## src/rtl/morse_keyer_decoder.sv

```systemverilog
// rtl/morse_keyer_decoder.sv - Morse key timer/classifier feeding a registered ASCII lookup ROM
// Classifies presses as dot/dash, packs letters as {len,sym}, and issues letter/space lookups.
module morse_keyer_decoder #(
  parameter int TICKS_PER_UNIT = 4
) (
  input  logic       clk,
  input  logic       reset_n,
  input  logic       key_in,
  output logic [7:0] rom_addr,
  input  logic [7:0] rom_data,
  output logic [7:0] ascii_out,
  output logic       ascii_valid,
  output logic       overflow
);

  localparam int TW = (TICKS_PER_UNIT > 2) ? $clog2(TICKS_PER_UNIT) : 1;
  localparam logic [TW-1:0] TICK_MAX = TW'(TICKS_PER_UNIT - 1);

  typedef enum logic [1:0] {IDLE, MARK, GAP, WORD} state_t;

  state_t        state;
  logic          sync1, ks;
  logic [TW-1:0] tick;
  logic [3:0]    units;
  logic [4:0]    sym;
  logic [2:0]    len;
  logic          letter_ovf;
  logic          p1, p2;

  logic          wrap;
  logic [3:0]    units_inc;
  logic [TW-1:0] tick_next;

  // Synchronizer is deliberately not reset so a key held through reset is seen on the first cycle after release.
  always_ff @(posedge clk) begin
    sync1 <= key_in;
    ks    <= sync1;
  end

  // units_inc counts the current cycle too, so a press of N cycles is a dash exactly when N >= 2*TICKS_PER_UNIT.
  always_comb begin
    wrap      = (tick == TICK_MAX);
    units_inc = (wrap && units != 4'd15) ? units + 4'd1 : units;
    tick_next = wrap ? '0 : tick + TW'(1);
  end

  always_ff @(posedge clk) begin
    if (!reset_n) begin
      state       <= IDLE;
      tick        <= '0;
      units       <= 4'd0;
      sym         <= 5'd0;
      len         <= 3'd0;
      letter_ovf  <= 1'b0;
      p1          <= 1'b0;
      p2          <= 1'b0;
      rom_addr    <= 8'h00;
      ascii_out   <= 8'h00;
      ascii_valid <= 1'b0;
      overflow    <= 1'b0;
    end else begin
      p2          <= p1;
      p1          <= 1'b0;
      ascii_valid <= p2;
      if (p2) ascii_out <= rom_data;

      tick  <= tick_next;
      units <= units_inc;

      case (state)
        IDLE: begin
          tick  <= '0;
          units <= 4'd0;
          if (ks) state <= MARK;
        end
        MARK: begin
          if (!ks) begin
            if (len < 3'd5) begin
              sym <= {sym[3:0], (units_inc >= 4'd2)};
              len <= len + 3'd1;
            end else begin
              letter_ovf <= 1'b1;
            end
            state <= GAP;
            tick  <= '0;
            units <= 4'd0;
          end
        end
        GAP: begin
          if (ks) begin
            state <= MARK;
            tick  <= '0;
            units <= 4'd0;
          end else if (units_inc == 4'd3) begin
            rom_addr   <= letter_ovf ? 8'hE0 : {len, sym};
            if (letter_ovf) overflow <= 1'b1;
            p1         <= 1'b1;
            sym        <= 5'd0;
            len        <= 3'd0;
            letter_ovf <= 1'b0;
            state      <= WORD;
            tick       <= '0;
            units      <= 4'd0;
          end
        end
        WORD: begin
          if (ks) begin
            state <= MARK;
            tick  <= '0;
            units <= 4'd0;
          end else if (units_inc == 4'd7) begin
            rom_addr <= 8'h00;
            p1       <= 1'b1;
            state    <= IDLE;
            tick     <= '0;
            units    <= 4'd0;
          end
        end
        default: state <= IDLE;
      endcase
    end
  end

endmodule
```

## config.mk

```make
export PLATFORM = sky130hd
export DESIGN_NAME = morse_keyer_decoder
export DESIGN_NICKNAME = d
export VERILOG_FILES = /design/src/rtl/morse_keyer_decoder.sv
export SDC_FILE = /design/constraint.sdc
export NUM_CORES = 1
export LEC_CHECK = 0
export CAP_MARGIN = 5
export CORE_MARGIN = 2
export CORE_UTILIZATION = 51
export DETAILED_ROUTE_END_ITERATION = 7
export PLACE_DENSITY = 0.77
export REMOVE_ABC_BUFFERS = 1
export SLEW_MARGIN = 30
export SYNTH_ARGS = -nofsm -noshare
export SYNTH_HDL_FRONTEND = slang
export SYNTH_SLANG_ARGS = --single-unit
```

## constraint.sdc

```tcl
create_clock -name clk -period 1.73 [get_ports clk]
set_input_delay 0.173 -clock clk [delete_from_list [all_inputs] [get_ports clk]]
set_output_delay 0.173 -clock clk [all_outputs]
set_load 0.01 [all_outputs]
```

==> metrics.txt, run 1 <==
status completed; number of instances in the placed design between 200 and 300; slowest stage delay, CP 420 ps; Max Slew Vio Count 0; Post-CTS Setup Repair Bufs 0; VDD IR-drop max 526 µV; root buffer cell clkbuf_4; die width around 62 µm; Worst setup EP type flop; share of layout cells above drive strength 1 0.143; Fillers roughly 250; Die Y-Extent 61.5 µm; Worst Path Buf+Inv 0; worst-path cell chain ha_2, and4b_4, nor2_2, or3_4, a31oi_1; final-stage net count 230; FF-to-FF Start units[0]$_SDFF_PN0_; Power per Cell Area 798 mW/mm²; period utilization 0.964; All-Layer GR Usage 0.215; Synth Instances 180; dominant synthesized flop cell dfxtp_1; Mapped Area 0.00169 mm²; Hold Vio Cnt, Final 0; largest net degree at the start of global routing 15; Final Instance Area 0.00219 mm²; Req. time, crit path 2000 ps; Slew @ Worst Pin 456 ps; Leakage 0.795 nW; yosys synthesis warning count 0; number of port buffers 28; Remaining Overflow, GRT 0; post-synth cell types 43; RSZ-0062 raised after global routing no; sequential cell area 781 µm²; sequential share of the synthesized area 0.463; Post-DP Area 0.00206 mm²; crit start category flop; CP arrival 1930 ps; total CTS buffers 5; drt initial violations 67; Final HPWL DP 2790 µm; Rows 20; CTS tree yes; hold_sp key_in; Multi-input gate area 862 µm²; R2R setup slack between 60 and 70 ps; register bit count reported by yosys 39; Vias/cell 5.81; Slew HR 0.696; H-tree depth 2; Clock Latency Late Sink ~350 ps; first-pass GRT wire length 5970 µm; Hold Path Depth 1; vias in the first global route 1,353; CTS Buffer Depth 2; Max Cap Viol 0; final setup fails 0; clk_skew 12.9 ps; setup TNS 0 ps; Tmin final 1670 ps; Reg2Reg Depth 5; min-delay worst type primary input to flop; reg2reg end units[1]$_SDFF_PN0_; Hold EP sync1$_DFF_P_; clock-pin slew on the worst setup and hold paths 110 ps; crit path max-delay cell type or3_4; DIE AREA 0.00379 mm²; Antenna Nets Post-Route 0; hold_buf cts 0; Core Region 0.00310 mm²; total power 0.00175 W; vias 1,517; first-pass iteration count of the detailed router 4; final WL 3840 µm; fmax 600 MHz; critical path type flop to flop; Starting Density 0.544; asr flop ratio synth 0; average wire per standard cell between 10 and 15 µm; initial antenna violation count 0; gp weighted congestion 0.907; area grow syn2layout 29.9%; number of I/O pins 29; DRC 0; clock sinks 39; Mean Syn Cell Area about 9.4 µm²; Post-synth EDFFs 0; crit-path max FO 7; Non-Filler Instances 261; n_diodes 0; delay-heaviest family, CP simple AND/OR/NAND/NOR gates
[through the flow]
stage / worst slack (ps) / hold slack [ps] / utilization
floorplan: 105 / 201 / -
global placement: 9.34 / 317 / 0.663
detailed placement: -86.1 / 315 / 0.663
CTS: 41.4 / 266 / 0.697
global route: 7.13 / 249 / 0.706
finish: 63.0 / 267 / 0.706
[where the power goes]
part           total [W]  switching (W)  internal [W]
Sequential      0.000918      0.0000127      0.000905
Clock           0.000745       0.000294      0.000451
Combinational  0.0000864      0.0000422     0.0000442
Total            0.00175       0.000349       0.00140
[synth_stat cells (3+ instances only)]
cell       count  area, µm²
inv_1         10       37.5
a22o_1         5       43.8
buf_2          3       15.0
o2bb2ai_1      3       26.3
and2_1         3       18.8
o21ai_0       10       50.1
a21oi_1        5       25.0
mux2i_1       10        100
a31oi_1        5       31.3
a32oi_1        6       52.6
nand3_1        3       15.0
nor2_1        19       71.3
dfxtp_1       39        781
clkbuf_1       5       18.8
ha_1           3       37.5
nand2b_1       3       18.8
nor3_1         4       20.0
nand2_1       11       41.3
[final cells by class]
| class | count | area share |
|---|---|---|
| Clock inverter | 2 | 0.0274 |
| Tap cell | 44 | 0.0251 |
| Inverter | 10 | 0.0171 |
| Timing Repair Buffer | 38 | 0.162 |
| Clock buffer | 6 | 0.0188 |
| Sequential cell | 39 | 0.356 |
| Multi-Input combinational cell | 122 | 0.393 |
[cells in the final DEF, fill, tap and decap left out, types with 3 or more instances in the layout]
master	Yosys	layout
nand2b_1	3	3
nor2_1	19	18
o2bb2ai_1	3	3
and2_1	3	3
nand3_1	3	3
inv_1	10	10
nand2_1	11	11
a22o_1	5	5
dfxtp_1	39	39
a32oi_1	6	6
a31oi_1	5	5
mux2i_1	10	10
o21ai_0	10	10
buf_4	1	10
a21oi_1	5	5
clkbuf_4	0	5
clkdlybuf4s50_1	0	28
nor3_1	4	4
[registers in the layout, indices dropped and copies added (netlist names)]
register and cells:
p2 1, sym 5, sync1 1, ascii_valid 1, ks 1, overflow 1, state 2, units 4
len 3, p1 1, letter_ovf 1, rom_addr 8, tick 2, ascii_out 8
[worst register-to-register path, cell delays in order, from the launching register on]
cell     delay, ps
dfxtp_1        370
ha_2           280
and4b_4        280
nor2_2          60
or3_4          420
a31oi_1        190
[metal layers]
metal  up-vias  GRT usage  wire length, µm
met5         -          0                0
met4         0     0.0760               63
met3         8     0.0672              258
met2        49      0.365             1880
met1       731      0.257             1640
li1        729          -                -
[worst max-delay path by stage]
stage	cells past startpoint	slack, ps	from	endpoint
detailed placement	5	-90	tick[0]$_SDFF_PN0_	rom_addr[1]$_SDFFE_PN0P_
floorplan	5	110	tick[0]$_SDFF_PN0_	rom_addr[0]$_SDFFE_PN0P_
finish	5	60	units[0]$_SDFF_PN0_	units[1]$_SDFF_PN0_
global placement	5	9	tick[0]$_SDFF_PN0_	rom_addr[0]$_SDFFE_PN0P_
CTS	5	40	tick[0]$_SDFF_PN0_	rom_addr[1]$_SDFFE_PN0P_
global route	5	7	tick[0]$_SDFF_PN0_	rom_addr[1]$_SDFFE_PN0P_
[logic make-up (layout without fill, tap and decap cells)]
kind of cell,count (synthesis),count (layout),share of synthesized area
compound gates,48,48,0.208
fa+ha+maj,3,3,0.0222
mux,12,12,0.0726
xor+xnor,1,1,0.00519
simple gates,58,58,0.183
flops,39,39,0.463
buf+inv,19,56,0.0467
[repair_timing]
item,in CTS,in global routing
pin swaps,0,1
hold endpoints to repair,0,0
resized for setup,2,6
endpoints found under the setup margin,15,15
(Power assumes the default switching activity.)
==> run 2: changes to the inputs <==
--- a/config.mk
+++ b/config.mk
@@ -8,6 +8,7 @@
 export CAP_MARGIN = 5
 export CORE_MARGIN = 2
 export CORE_UTILIZATION = 51
+export CTS_CLUSTER_SIZE = 12
 export DETAILED_ROUTE_END_ITERATION = 7
 export PLACE_DENSITY = 0.77
 export REMOVE_ABC_BUFFERS = 1
==> constraint.sdc (replaced) <==
create_clock -name clk -period 1.55 [get_ports clk]
set_input_delay 0.155 -clock clk [delete_from_list [all_inputs] [get_ports clk]]
set_output_delay 0.155 -clock clk [all_outputs]
set_load 0.01 [all_outputs]
==> run 2 against run 1 <==
Against the previous run: non-clock buffer count up 11; worst setup slack worse by 63 ps; first-iteration DRC count grew 3.0%; largest cell class unchanged; sequential share of layout area shrank 1.5 points; power up 2.6%; die area unchanged; global-route usage increased by 0.11 points; hold slack lost 14 ps; the flow now finishes with violations (negative setup slack); clock power is 11% lower.
==> metrics.txt, run 2 (synthesized netlist as in run 1, its figures left out) <==
status complete, but fails checks; violated checks negative setup slack; DRC 0 (unchanged); clk_skew 11.5 ps (-1.32 ps); VDD IR-drop max 507 µV (-3.6%); Fillers 253 (-0.39%); final setup fails 1 (+1); slowest stage delay, CP 380 ps (-40 ps); Leakage 0.836 nW (+5.2%); first element of the critical path tick[0]$_SDFF_PN0_; CTS tree yes; Final Instance Area 0.00230 mm² (+5.0%); number of I/O pins 29 (unchanged); end of the critical path rom_addr[2]$_SDFFE_PN0P_; area grow syn2layout 36.3%; final-stage net count 241 (+4.8%); Power per Cell Area 781 mW/mm² (-2.2%); DIE AREA 0.00379 mm² (unchanged); Hold Path Depth 1 (unchanged); CP arrival 1800 ps (-130 ps); Reg2Reg Depth 5 (unchanged); number of port buffers 28 (unchanged); Tmin final 1550 ps (-117 ps); root buffer cell clkbuf_4; Core Region 0.00310 mm² (unchanged); Die Y-Extent 61.5 µm (unchanged); post-layout util 0.742 (+0.0351); Worst setup EP type flop; initial antenna violation count 0 (unchanged); vias 1,531 (+0.92%); die width 61.5 µm (unchanged); fmax 645 MHz (+7.5%); All-Layer GR Usage 0.216 (+0.00105); min setup slack post-route -0.360 ps (-63.4 ps); min-delay worst type primary input to flop; total CTS buffers 5 (unchanged); Slew HR 0.701 (+0.00468); most frequent cells in the layout 35 x dfxtp_1, 28 x clkdlybuf4s50_1, 21 x buf_4; Vias/cell 5.63 (-3.2%); average wire per standard cell 13.7 µm (-6.7%); RSZ-0062 raised after global routing yes; crit path max-delay cell type and4bb_4; n_diodes 0 (unchanged); period utilization 1.00 (+0.0366); largest net degree at the start of global routing 14 (-1); commonest non-fill, non-tap cell in the layout dfxtp_1; crit start category flop; H-tree depth 2 (unchanged); Post-DP Area 0.00213 mm² (+3.6%); Remaining Overflow, GRT 0 (unchanged); crit-path max FO 8 (+1); first-pass iteration count of the detailed router 4 (unchanged); Rows 20 (unchanged); Slew @ Worst Pin 449 ps (-7.01 ps); setup TNS -0.360 ps (-0.360 ps); drt initial violations 69 (+3.0%); Clock Latency Late Sink 340 ps (about the same); Hold Vio Cnt, Final 0 (unchanged); R2R setup slack -0.4 ps (-60 ps); worst-path cell chain ha_4, and4bb_4, o21a_4, a31oi_4, a22o_1; first-pass GRT wire length 6060 µm (+1.5%); clock sinks 39 (unchanged); Starting Density 0.544 (unchanged); Final HPWL DP 2820 µm (+1.1%); share of layout cells above drive strength 1 0.219 (+0.0764); clock-pin slew on the worst setup and hold paths 120 ps (about the same); final WL 3740 µm (-2.8%); Antenna Nets Post-Route 0 (unchanged); gp weighted congestion 0.941 (+3.8%); Regs by FF count ascii_out x8, rom_addr x8, sym x5; critical path type flop to flop; CTS Buffer Depth 2 (unchanged); Max Slew Vio Count 0 (unchanged); vias in the first global route 1,437 (+6.2%); Req. time, crit path 1800 ps (-200 ps); reg2reg end rom_addr[2]$_SDFFE_PN0P_; FF-to-FF Start tick[0]$_SDFF_PN0_; Max Cap Viol 0 (unchanged)
[run 2: cell types whose count changed in the layout (fill, tap and decap cells not counted), moves of 2 or more]
cell and change:
buf_4 +11, and4bb_1 -2, dfxtp_1 -4, and4bb_4 +2
dfxtp_2 +4
[run 2: worst min path at each step]
stage	from	end	slack, ps
6_report	key_in	sync1$_DFF_P_	250
5_1_grt	key_in	sync1$_DFF_P_	250
4_1_cts	key_in	sync1$_DFF_P_	240
3_5_place_dp	sync1$_DFF_P_	ks$_DFF_P_	320
3_3_place_gp	sync1$_DFF_P_	ks$_DFF_P_	320
2_1_floorplan	key_in	sync1$_DFF_P_	180
[run 2: power by group]
group / switching (W) / internal (W) / leakage (nW)
registers: 0.0000121 / 0.00101 / 0.317
clock network: 0.000324 / 0.000339 / 0.0452
logic: 0.0000516 / 0.0000587 / 0.473
[run 2: critical path, delay by kind of cell, from the launching register on]
kind	cells	cell delay, ps
flops	1	340
compound gates	3	560
simple gates	1	380
fa+ha+maj	1	180
[run 2: timing repair]
item | 4_1_cts | 5_1_grt
pin swaps | 5 | 9
setup buffers | 0 | 1
hold endpoints to repair | 0 | 0
gates resized for setup | 14 | 8
hold buffers | 0 | 0
setup endpoints to repair | 25 | 22
[run 2: per-layer routing]
metal  up-vias  wire length (µm)  global-route usage
met4         0                47              0.0821
met5         -                 0                   0
met1       716              1650               0.261
met2        55              1820               0.380
met3         7               225              0.0399
li1        753                 -                   -
[run 2: stage by stage]
step                      power, W  hold WS [ps]  setup slack [ps]  instances
final                      0.00180           253            -0.360        272
after global routing       0.00186           246             -55.3        272
after CTS                  0.00181           244              1.03        271
after detailed placement   0.00115           320              -147        263
after global placement     0.00115           318              -103        263
after floorplan            0.00108           183             -74.7        171
[run 2: layout make-up]
cell class / count / area [µm²] / share of cell area
clock buffer: 5 / 37.5 / 0.0163
clock inverter: 3 / 43.8 / 0.0190
inverter: 10 / 37.5 / 0.0163
multi-input combinational: 122 / 903 / 0.393
sequential: 39 / 786 / 0.341
tap: 44 / 55.1 / 0.0239
timing repair buffer: 49 / 438 / 0.190
